`config.mk`:
```
export PLATFORM = sky130hd
export DESIGN_NAME = alu_issue_ctrl_flat
export DESIGN_NICKNAME = d
export VERILOG_FILES = /design/src/rtl/alu_issue_pkg.sv /design/src/rtl/alu_issue_ctrl_if.sv /design/src/rtl/reg_file_8x8.sv /design/src/rtl/alu_issue_ctrl.sv /design/src/flat_wrapper.sv
export SDC_FILE = /design/constraint.sdc
export NUM_CORES = 1
export LEC_CHECK = 0
export ABC_AREA = 1
export CAP_MARGIN = 5
export CORE_ASPECT_RATIO = 0.5
export CORE_MARGIN = 2
export CORE_UTILIZATION = 50
export CTS_BUF_LIST = sky130_fd_sc_hd__clkbuf_8
export DETAILED_ROUTE_END_ITERATION = 8
export DONT_BUFFER_PORTS = 1
export PLACE_DENSITY = 0.7
export SKIP_LAST_GASP = 1
export SYNTH_ARGS = -nofsm -noshare
export SYNTH_HDL_FRONTEND = slang
export SYNTH_HIERARCHICAL = 1
export SYNTH_SLANG_ARGS = --single-unit
```
`constraint.sdc`:
```
create_clock -name CLK -period 1.8 [get_ports CLK]
set_clock_uncertainty 0.1 [all_clocks]
set_input_delay 0.36 -clock CLK [delete_from_list [all_inputs] [get_ports CLK]]
set_output_delay 0.36 -clock CLK [all_outputs]
set_load 0.03 [all_outputs]
```
`src/rtl/alu_issue_pkg.sv`:
```
// Shared definitions for the ALU issue controller.
// Holds the opcode map, the ALU SELECT codes, the FSM state encoding and the
// captured-instruction record that is held on the ALU during EXEC.
package alu_issue_pkg;

  // Opcodes, instr[31:24]
  localparam logic [7:0] OP_LOADI = 8'h00;
  localparam logic [7:0] OP_MOV   = 8'h01;
  localparam logic [7:0] OP_ADD   = 8'h02;
  localparam logic [7:0] OP_SUB   = 8'h03;
  localparam logic [7:0] OP_AND   = 8'h04;
  localparam logic [7:0] OP_OR    = 8'h05;
  localparam logic [7:0] OP_MUL   = 8'h06;
  localparam logic [7:0] OP_SLL   = 8'h07;
  localparam logic [7:0] OP_SRL   = 8'h08;
  localparam logic [7:0] OP_ROR   = 8'h09;
  localparam logic [7:0] OP_BEQ   = 8'h0A;
  localparam logic [7:0] OP_BNE   = 8'h0B;

  // ALU SELECT codes
  localparam logic [2:0] SEL_FWD = 3'b000;
  localparam logic [2:0] SEL_ADD = 3'b001;
  localparam logic [2:0] SEL_AND = 3'b010;
  localparam logic [2:0] SEL_OR  = 3'b011;
  localparam logic [2:0] SEL_SLL = 3'b100;
  localparam logic [2:0] SEL_SRL = 3'b101;
  localparam logic [2:0] SEL_MUL = 3'b110;
  localparam logic [2:0] SEL_ROR = 3'b111;

  typedef enum logic [1:0] {
    ST_IDLE = 2'd0,
    ST_EXEC = 2'd1,
    ST_WB   = 2'd2
  } state_t;

  // What the WB edge does with the ALU outputs
  typedef enum logic [1:0] {
    RET_WRITE   = 2'd0,
    RET_BEQ     = 2'd1,
    RET_BNE     = 2'd2,
    RET_ILLEGAL = 2'd3
  } ret_kind_t;

  // Everything captured at the accept edge
  typedef struct packed {
    logic [7:0] data1;
    logic [7:0] data2;
    logic [2:0] sel;
    logic [2:0] dest;
    logic [7:0] offset;
    ret_kind_t  kind;
  } issue_t;

  // 8-bit two's complement negate (wraps: -0x00 = 0x00, -0x80 = 0x80)
  function automatic logic [7:0] neg8(input logic [7:0] v);
    return (~v) + 8'd1;
  endfunction

endpackage

```
`src/rtl/alu_issue_ctrl_if.sv`:
```
// Issue-side bus of the ALU issue controller.
// Groups the instruction handshake, the ALU operand/result bus and the
// retire pulses. master = fetch/ALU side, slave = the controller.
interface alu_issue_ctrl_if;
  logic        instr_valid;
  logic        instr_ready;
  logic [31:0] instr;
  logic [7:0]  alu_data1;
  logic [7:0]  alu_data2;
  logic [2:0]  alu_select;
  logic [7:0]  alu_result;
  logic        alu_zero;
  logic        done;
  logic        illegal;
  logic        branch_taken;
  logic [7:0]  branch_offset;

  modport master (
    output instr_valid, instr, alu_result, alu_zero,
    input  instr_ready, alu_data1, alu_data2, alu_select,
           done, illegal, branch_taken, branch_offset
  );

  modport slave (
    input  instr_valid, instr, alu_result, alu_zero,
    output instr_ready, alu_data1, alu_data2, alu_select,
           done, illegal, branch_taken, branch_offset
  );
endinterface

```
`src/rtl/reg_file_8x8.sv`:
```
// 8 x 8-bit architectural register file.
// Ports: clk, rst_n (async active-low clear of all entries);
//        rd1/rd2/dbg combinational read ports (addr in, data out);
//        one synchronous write port (we, wr_addr, wr_data).
module reg_file_8x8 (
  input  logic       clk,
  input  logic       rst_n,
  input  logic [2:0] rd1_addr,
  output logic [7:0] rd1_data,
  input  logic [2:0] rd2_addr,
  output logic [7:0] rd2_data,
  input  logic [2:0] dbg_addr,
  output logic [7:0] dbg_data,
  input  logic       we,
  input  logic [2:0] wr_addr,
  input  logic [7:0] wr_data
);

  logic [7:0][7:0] mem;

  always_ff @(posedge clk or negedge rst_n) begin
    if (!rst_n)  mem <= '0;
    else if (we) mem[wr_addr] <= wr_data;
  end

  // Reads return the pre-edge value, so a same-cycle write is not bypassed
  assign rd1_data = mem[rd1_addr];
  assign rd2_data = mem[rd2_addr];
  assign dbg_data = mem[dbg_addr];

endmodule

```
`src/rtl/alu_issue_ctrl.sv`:
```
// Issue-side sequencer for the 8-bit ALU.
// Accepts one instruction over bus (valid/ready, ready only in IDLE), captures
// operands from the register file at the accept edge, holds them on the ALU
// for EXEC_CYCLES cycles, then writes RESULT back or resolves a branch on ZERO.
// Ports: CLK, RESET_N (async active-low); bus (slave modport: handshake,
//        ALU operands/result, done/illegal/branch pulses, branch_offset);
//        dbg_addr/dbg_data combinational register debug read.
// EXEC_CYCLES legal range 1..15.
module alu_issue_ctrl
  import alu_issue_pkg::*;
#(
  parameter int EXEC_CYCLES = 2
) (
  input  logic             CLK,
  input  logic             RESET_N,
  alu_issue_ctrl_if.slave  bus,
  input  logic [2:0]       dbg_addr,
  output logic [7:0]       dbg_data
);

  state_t     state, state_nxt;
  logic [3:0] cnt;
  issue_t     cur, dec;
  logic [7:0] rd1, rd2;
  logic       accept, wr_en;
  logic       done_q, illegal_q, taken_q;
  logic [7:0] offset_q;
  logic       unused_src1_hi;

  assign unused_src1_hi = ^bus.instr[15:11];

  assign accept = (state == ST_IDLE) && bus.instr_valid;
  assign wr_en  = (state == ST_WB) && (cur.kind == RET_WRITE);

  reg_file_8x8 u_rf (
    .clk      (CLK),
    .rst_n    (RESET_N),
    .rd1_addr (bus.instr[10:8]),
    .rd1_data (rd1),
    .rd2_addr (bus.instr[2:0]),
    .rd2_data (rd2),
    .dbg_addr (dbg_addr),
    .dbg_data (dbg_data),
    .we       (wr_en),
    .wr_addr  (cur.dest),
    .wr_data  (bus.alu_result)
  );

  // Decode + operand mux, evaluated against the live instr; only latched on accept
  always_comb begin
    dec        = '0;
    dec.kind   = RET_WRITE;
    dec.sel    = SEL_FWD;
    dec.data1  = rd1;
    dec.data2  = rd2;
    dec.dest   = bus.instr[18:16];
    dec.offset = bus.instr[23:16];
    case (bus.instr[31:24])
      OP_LOADI: begin dec.data1 = 8'h00; dec.data2 = bus.instr[7:0]; end
      OP_MOV:   dec.sel = SEL_FWD;
      OP_ADD:   dec.sel = SEL_ADD;
      OP_SUB:   begin dec.sel = SEL_ADD; dec.data2 = neg8(rd2); end
      OP_AND:   dec.sel = SEL_AND;
      OP_OR:    dec.sel = SEL_OR;
      OP_MUL:   dec.sel = SEL_MUL;
      OP_SLL:   begin dec.sel = SEL_SLL; dec.data2 = bus.instr[7:0]; end
      OP_SRL:   begin dec.sel = SEL_SRL; dec.data2 = bus.instr[7:0]; end
      OP_ROR:   begin dec.sel = SEL_ROR; dec.data2 = bus.instr[7:0]; end
      // Branches compare by adding the negation; ZERO means equal
      OP_BEQ:   begin dec.sel = SEL_ADD; dec.data2 = neg8(rd2); dec.kind = RET_BEQ; end
      OP_BNE:   begin dec.sel = SEL_ADD; dec.data2 = neg8(rd2); dec.kind = RET_BNE; end
      default: begin
        dec.kind  = RET_ILLEGAL;
        dec.data1 = 8'h00;
        dec.data2 = 8'h00;
      end
    endcase
  end

  always_comb begin
    state_nxt = state;
    case (state)
      ST_IDLE: if (bus.instr_valid) state_nxt = ST_EXEC;
      ST_EXEC: if (cnt == 4'd0)     state_nxt = ST_WB;
      ST_WB:   state_nxt = ST_IDLE;
      default: state_nxt = ST_IDLE;
    endcase
  end

  always_ff @(posedge CLK or negedge RESET_N) begin
    if (!RESET_N) begin
      state     <= ST_IDLE;
      cnt       <= '0;
      cur       <= '0;
      done_q    <= 1'b0;
      illegal_q <= 1'b0;
      taken_q   <= 1'b0;
      offset_q  <= '0;
    end else begin
      state     <= state_nxt;
      done_q    <= 1'b0;
      illegal_q <= 1'b0;
      taken_q   <= 1'b0;
      if (accept) begin
        cur <= dec;
        cnt <= 4'(EXEC_CYCLES - 1);
      end else if (state == ST_EXEC && cnt != 4'd0) begin
        cnt <= cnt - 4'd1;
      end
      if (state == ST_WB) begin
        done_q    <= 1'b1;
        illegal_q <= (cur.kind == RET_ILLEGAL);
        taken_q   <= ((cur.kind == RET_BEQ) &&  bus.alu_zero) ||
                     ((cur.kind == RET_BNE) && !bus.alu_zero);
        offset_q  <= (cur.kind == RET_BEQ || cur.kind == RET_BNE) ? cur.offset : 8'h00;
      end
    end
  end

  // Operands stay on the ALU after WB until the next accept replaces them
  assign bus.instr_ready   = (state == ST_IDLE);
  assign bus.alu_data1     = cur.data1;
  assign bus.alu_data2     = cur.data2;
  assign bus.alu_select    = cur.sel;
  assign bus.done          = done_q;
  assign bus.illegal       = illegal_q;
  assign bus.branch_taken  = taken_q;
  assign bus.branch_offset = offset_q;

endmodule

```
`src/flat_wrapper.sv`:
```
// flat-port wrapper written by rule: the top's interface ports become plain ports
module alu_issue_ctrl_flat import alu_issue_pkg::*;
#(
  parameter int EXEC_CYCLES = 2
)
  (CLK, RESET_N, dbg_addr, dbg_data, bus_instr_valid, bus_instr, bus_alu_result, bus_alu_zero, bus_instr_ready, bus_alu_data1, bus_alu_data2, bus_alu_select, bus_done, bus_illegal, bus_branch_taken, bus_branch_offset);
  alu_issue_ctrl_if bus_i ();
  input  logic CLK;
  input  logic RESET_N;
  input  logic [2:0] dbg_addr;
  output logic [7:0] dbg_data;
  input wire logic [$bits(bus_i.instr_valid)-1:0] bus_instr_valid;
  input wire logic [$bits(bus_i.instr)-1:0] bus_instr;
  input wire logic [$bits(bus_i.alu_result)-1:0] bus_alu_result;
  input wire logic [$bits(bus_i.alu_zero)-1:0] bus_alu_zero;
  output wire logic [$bits(bus_i.instr_ready)-1:0] bus_instr_ready;
  output wire logic [$bits(bus_i.alu_data1)-1:0] bus_alu_data1;
  output wire logic [$bits(bus_i.alu_data2)-1:0] bus_alu_data2;
  output wire logic [$bits(bus_i.alu_select)-1:0] bus_alu_select;
  output wire logic [$bits(bus_i.done)-1:0] bus_done;
  output wire logic [$bits(bus_i.illegal)-1:0] bus_illegal;
  output wire logic [$bits(bus_i.branch_taken)-1:0] bus_branch_taken;
  output wire logic [$bits(bus_i.branch_offset)-1:0] bus_branch_offset;
  assign bus_i.instr_valid = bus_instr_valid;
  assign bus_i.instr = bus_instr;
  assign bus_i.alu_result = bus_alu_result;
  assign bus_i.alu_zero = bus_alu_zero;
  assign bus_instr_ready = bus_i.instr_ready;
  assign bus_alu_data1 = bus_i.alu_data1;
  assign bus_alu_data2 = bus_i.alu_data2;
  assign bus_alu_select = bus_i.alu_select;
  assign bus_done = bus_i.done;
  assign bus_illegal = bus_i.illegal;
  assign bus_branch_taken = bus_i.branch_taken;
  assign bus_branch_offset = bus_i.branch_offset;
  alu_issue_ctrl #(.EXEC_CYCLES(EXEC_CYCLES)) u_core (.CLK(CLK), .RESET_N(RESET_N), .bus(bus_i), .dbg_addr(dbg_addr), .dbg_data(dbg_data));
endmodule
```
==> run metrics, run 1 <==
status=finished, violations left; violated checks=hold timing, setup timing; gr usage total=0.271; Post-Syn Instances=1110; FF-to-FF End=u_core/bus.alu_data2[6]; initial antenna violation count=0; type of the worst setup path=flop to output pin; Post-DRT Antenna Nets=0; yosys warns=6; Max Root-Sink Buffers=2; Critical R2R Launch=u_core/u_rf/mem[9]; post-layout min period=1830 ps; area leader, netlist=dfrtp_1; wire length per cell=15.4 um; Switching Fraction=0.418; Net Switching=3.68 mW; final instance area=8380 um^2; clk slew on worst S/H paths=120 ps; RSZ-0062 raised after global routing=yes; CP delay by family, top=flip-flops; Lkg Pwr=4.56 nW; grt ovf=0; first-pass GRT wire length=32.1 mm; drt total wl=20.7 mm; GPL Wtd Cong=0.912; WHS=-447 ps; Core Area=13700 um^2; max-slew violation count=0; Worst Setup End Kind=output pin; Syn Std Cell Area=7090 um^2; Post-synth EDFFs=0; final hold vios=110; DRC=0; combinational share of power=0.400; Critical Path Sink=dbg_data[5]; top-area cell type share of the netlist area=0.388; commonest register cell after synthesis=dfrtp_1; Syn Area/Cell=6.39 um^2; max cap viols=0; Distinct cells, synth=30; number of cells on the critical path=8; sequential cell area=2750 um^2; Buf/Inv on CP=3; Clock Root Buffer=clkbuf_8; Final Util=0.612; antenna cells=0; row cnt=30; CP Data Required Time=1340 ps; cts hold-fix bufs=16; post-placement cell area=7560 um^2; type of the worst min-delay path=input pin to async pin; largest net degree at the start of global routing=111; CP max FO=2; Power Density=1050 nW/um^2; die area=15200 um^2; Overall Power=8.79 mW; r2r setup slk=40 ps; Worst-Skew Late Latency=390 ps; Slowest-stage cell, CP=dfrtp_1; Detailed Place HPWL=13.9 mm; first-pass iteration count of the detailed router=6; Initial Util=0.518; Die Span X=172 um; endpoints failing setup=6; ranking of synthesized cells by area=dfrtp_1, nand2_1, nand3_1; H-tree levels=3; critical path arrival=1370 ps; CTS tree=built; crit path from=u_core/u_rf/mem[61]; CP Launch Type=flop; First DRT Iteration DRCs=907; clock power share=0.168; asr flop ratio synth=1.00; Vias=7128; Relative slew margins=0.756; Critical Path Max Stage Delay=390 ps; Tightest Pin Transition=366 ps; syn nets=1163; # fillers=1244; Internal Power=5.11 mW; GRT met2 Usage=0.429; Via density=5.29; Final Worst Setup Slack=-27.7 ps; number of global-route vias before repair=6451; maximum vdd drop=0.500 mV; fin crit share=1.02; IO buf count=0; Die H=88.2 um; grt met3 use=0.0698; layout cell share with drive strength beyond 1=0.205; worst path cell trace=inv_2 > buf_6 > nand2_2 > nand3_2 > nand2_1 > nand2_1 > nand2_2 > buf_12; FMAX=0.547 GHz; area of the multi-input gates=3690 um^2; met1 GRT Util=0.372; Area Overhead vs Synth=18.2%; grt peak-use layer=met2; CTS Buf Count=9; Nets=1203; sequential share of power=0.432; FF+latch count, synth=110; cells on worst reg2reg path=15; register area share after synthesis=0.388; CTS Sinks=110; io pins=86
[Yosys cell counts, types with 2 or more instances]
| master | instances |
|---|---|
| a21oi_1 | 3 |
| buf_1 | 3 |
| buf_2 | 27 |
| buf_4 | 22 |
| buf_6 | 6 |
| clkbuf_1 | 11 |
| dfrtp_1 | 110 |
| ha_1 | 6 |
| inv_1 | 119 |
| inv_2 | 3 |
| nand2_1 | 534 |
| nand2_2 | 7 |
| nand3_1 | 125 |
| nand3_2 | 2 |
| nand4_1 | 2 |
| nor2_1 | 43 |
| nor2_2 | 3 |
| nor2_4 | 2 |
| o21ai_0 | 71 |
[cell families (layout without fill, tap and decap cells)]
family / count (synthesis) / in the layout / synth area share
xor+xnor: 1 / 1 / 0.00124
compound gates: 78 / 78 / 0.0559
flops: 110 / 110 / 0.388
fa+ha+maj: 6 / 6 / 0.0106
buf+inv: 193 / 238 / 0.125
simple gates: 722 / 722 / 0.419
[per-stage QoR]
step                      std cells  setup TNS (ps)  worst slack, ps
after floorplan                1110               0             2.55
after global placement         1283           -69.2            -42.9
after detailed placement       1283            -215            -65.3
after CTS                      1324           -96.0            -40.4
after global routing           1347            -906             -104
final                          1347           -91.7            -27.7
[cells in the final DEF, fill, tap and decap left out, types with 7 or more instances in the layout]
cell / Yosys / routed
o21ai_0: 71 / 64
nand2_2: 7 / 37
nand3_1: 125 / 115
buf_12: 0 / 19
buf_4: 22 / 61
dlygate4sd3_1: 0 / 16
clkbuf_8: 0 / 9
o21ai_1: 1 / 8
nand2_1: 534 / 500
dfrtp_1: 110 / 110
inv_2: 3 / 64
nand3_2: 2 / 11
inv_1: 119 / 56
nor2_1: 43 / 36
nor2_4: 2 / 7
[how the worst min path moves through the flow]
stage               slack, ps                      end    start
detailed placement        -30      u_core/u_rf/mem[22]  RESET_N
finish                   -450       u_core/u_rf/mem[4]  RESET_N
CTS                      -460      u_core/u_rf/mem[20]  RESET_N
floorplan                 -40  u_core/bus.alu_data1[0]  RESET_N
global route             -480       u_core/u_rf/mem[4]  RESET_N
global placement          -30      u_core/u_rf/mem[30]  RESET_N
[per-layer routing]
layer,vias to the layer above,wire length [um],part of all wire
li1,3471,-,-
met1,3307,9140,0.44
met2,317,9050,0.44
met3,33,2180,0.11
met4,0,329,0.016
met5,-,0,0
[repair_timing]
item	4_1_cts	5_1_grt
hold endpoints to repair	126	110
setup endpoints to repair	10	69
pin swaps	26	39
gates cloned	0	1
buffers inserted	15	22
resized for setup	57	77
[cell type report]
type | count | area share
clock buffers | 9 | 0.0148
clock inverters | 7 | 0.00791
inverters | 123 | 0.0563
multi-input cells | 807 | 0.440
flip-flops and latches | 110 | 0.328
well taps | 192 | 0.0287
repair buffers | 99 | 0.124
[power by group through the flow]
stage                     Combinational [mW]  Clock, mW  Sequential [mW]
after floorplan                         2.27          0             3.60
after global placement                  2.84          0             3.75
after detailed placement                2.94          0             3.77
after CTS                               3.09       1.52             3.77
after global routing                    3.94       1.63             3.87
final                                   3.51       1.48             3.80
[registers in the layout, indices dropped and copies added, names as in the netlist]
| signal | cells |
|---|---|
| u_core/u_rf/mem | 64 |
| u_core/cur | 10 |
| u_core/bus.alu_data1 | 8 |
| u_core/bus.alu_data2 | 8 |
| u_core/bus.branch_offset | 8 |
| u_core/cnt | 4 |
| u_core/bus.alu_select | 3 |
| u_core/state | 2 |
| u_core/bus.branch_taken | 1 |
| u_core/bus.done | 1 |
| u_core/bus.illegal | 1 |
Power figures use the tool's default switching activity.
==> inputs of run 2 (changes only) <==
--- a/config.mk
+++ b/config.mk
@@ -19,3 +19,4 @@
 export SYNTH_HDL_FRONTEND = slang
 export SYNTH_HIERARCHICAL = 1
 export SYNTH_SLANG_ARGS = --single-unit
+export TNS_END_PERCENT = 30
==> run 2 against run 1 <==
  * Die area unchanged
  * Sequential power about the same
  * Largest cell class unchanged
  * Sequential cell count unchanged
  * The run still ends with hold timing, setup timing left
==> run metrics, run 2 (synthesized netlist as in run 1, its figures left out) <==
number of global-route vias before repair=6437 (-0.22%); max reg flops=64 (unchanged); clk slew on worst S/H paths=120 ps (about the same); Power Density=1040 nW/um^2 (-0.46%); Critical Path Max Stage Delay=410 ps (+20 ps); Area Overhead vs Synth=16.6%; Critical Path Sink=dbg_data[5]; Tightest Pin Transition=363 ps (-3.28 ps); CP Launch Type=flop; CP max FO=3 (+1); max-slew violation count=0 (unchanged); io pins=86 (unchanged); cts hold-fix bufs=16 (unchanged); drt total wl=20.4 mm (-1.5%); Final Worst Setup Slack=-33.8 ps (-6.06 ps); CP delay by family, top=flip-flops; Detailed Place HPWL=13.9 mm (unchanged); violated checks=hold timing, setup timing; type of the worst min-delay path=input pin to async pin; Nets=1190 (-1.1%); Initial Util=0.518 (unchanged); number of cells on the critical path=7 (-1); first-pass GRT wire length=32.0 mm (-0.22%); Die H=88.2 um (unchanged); CTS tree=built; RSZ-0062 raised after global routing=yes; first-pass iteration count of the detailed router=6 (unchanged); FMAX=0.545 GHz (-0.33%); max cap viols=0 (unchanged); final hold vios=110 (unchanged); CTS Buf Count=9 (unchanged); Vias=7063 (-0.91%); antenna cells=0 (unchanged); Slowest-stage cell, CP=dfrtp_1; Worst Setup End Kind=output pin; CP Data Required Time=1340 ps (about the same); Placed Cells=1283 (unchanged); initial antenna violation count=0 (unchanged); DRC=0 (unchanged); layout cell share with drive strength beyond 1=0.184 (-0.0213); die area=15200 um^2 (unchanged); WHS=-444 ps (+3.09 ps); Core Area=13700 um^2 (unchanged); worst path cell trace=inv_1 > nand2_1 > nand3_1 > nand2_1 > nand2_1 > nand2_2 > buf_12; Via density=5.29 (about the same); Largest Register=u_core/u_rf/mem; wire length per cell=15.3 um (-0.50%); Relative slew margins=0.758 (+0.00218); fin cells=1334 (-0.97%); biggest regs=u_core/u_rf/mem x64, u_core/cur x10; Clock Root Buffer=clkbuf_8; type of the worst setup path=flop to output pin; post-layout min period=1830 ps (+6.06 ps); status=finished, violations left; Overall Power=8.63 mW (-1.8%); grt ovf=0 (unchanged); fin crit share=1.02 (+0.00337); critical path arrival=1370 ps (about the same); cells on worst reg2reg path=15 (unchanged); Die Span X=172 um (unchanged); endpoints failing setup=7 (+1); crit path from=u_core/u_rf/mem[29]; GPL Wtd Cong=0.912 (unchanged); # fillers=1266 (+1.8%); largest net degree at the start of global routing=111 (unchanged); Buf/Inv on CP=2 (-1); CTS Sinks=110 (unchanged); IO buf count=0 (unchanged); H-tree levels=3 (unchanged); most common cell after layout, fill and taps aside=nand2_1; row cnt=30 (unchanged); CP dominant cell by count=nand2_1; Lkg Pwr=4.51 nW (-1.1%); Max Root-Sink Buffers=2 (unchanged); r2r setup slk=40 ps (about the same); sequential cell area=2750 um^2 (unchanged); gr usage total=0.270 (-0.000886); First DRT Iteration DRCs=952 (+5.0%); maximum vdd drop=0.495 mV (-0.98%); FF-to-FF End=u_core/bus.alu_data2[6]; area of the multi-input gates=3670 um^2 (-0.54%); most frequent cells in the layout=nand2_1, nand3_1, dfrtp_1; Post-DRT Antenna Nets=0 (unchanged); Worst-Skew Late Latency=380 ps (about the same); Critical R2R Launch=u_core/u_rf/mem[9]
run 2: cell types whose count changed in the layout (fill, tap and decap cells not counted), sizes merged:
cell / delta
buf: -13
run 2: worst min path at each step:
stage	start	cells after the start	end	slack, ps
2_1_floorplan	RESET_N	0	u_core/bus.alu_data1[0]	-40
3_3_place_gp	RESET_N	0	u_core/u_rf/mem[30]	-30
3_5_place_dp	RESET_N	0	u_core/u_rf/mem[22]	-30
4_1_cts	RESET_N	0	u_core/u_rf/mem[20]	-460
5_1_grt	RESET_N	0	u_core/u_rf/mem[4]	-480
6_report	RESET_N	0	u_core/u_rf/mem[4]	-440
run 2: layout make-up:
type | count | area share
clock inverters | 7 | 0.00802
well taps | 192 | 0.0291
inverters | 123 | 0.0571
flip-flops and latches | 110 | 0.333
multi-input cells | 807 | 0.444
clock buffers | 9 | 0.0150
repair buffers | 86 | 0.114
run 2: worst register-to-register path, delay by kind of cell (launching register included):
kind | cells | cell delay, ps
flip-flops | 1 | 410
adder cells (fa/ha/maj) | 1 | 130
buffers and inverters | 2 | 140
AND/OR/NAND/NOR | 12 | 870
run 2: report_power, final:
group / internal [mW] / total, mW / leakage (nW) / switching (mW)
registers: 3.11 / 3.79 / 1.21 / 0.679
logic: 1.37 / 3.38 / 3.21 / 2.00
clock network: 0.536 / 1.47 / 0.0949 / 0.930
run 2: per-stage QoR:
stage | TNS [ps] | utilization | hold slack (ps) | setup slack (ps) | instance area [um^2]
floorplan | 0 | - | -35.6 | 2.55 | 7180
global placement | -69.2 | 0.552 | -30.4 | -42.9 | 7560
detailed placement | -215 | 0.552 | -31.7 | -65.3 | 7560
CTS | -267 | 0.581 | -464 | -40.4 | 7960
global route | -990 | 0.603 | -477 | -104 | 8270
finish | -103 | 0.603 | -444 | -33.8 | 8270
run 2: what timing repair did:
action	in CTS	in global routing
setup endpoints to repair	10	77
gates cloned	0	1
hold endpoints to repair	126	110
setup buffers	9	15
pin swaps	16	30
gates resized for setup	35	86
run 2: per-layer routing:
layer	share of wire	wire length, um	up-vias	track usage
met5	0	0	-	0
met4	0.018	370	0	0.0749
met3	0.11	2150	36	0.0702
met2	0.43	8810	309	0.427
met1	0.44	9070	3281	0.370
li1	-	-	3437	-
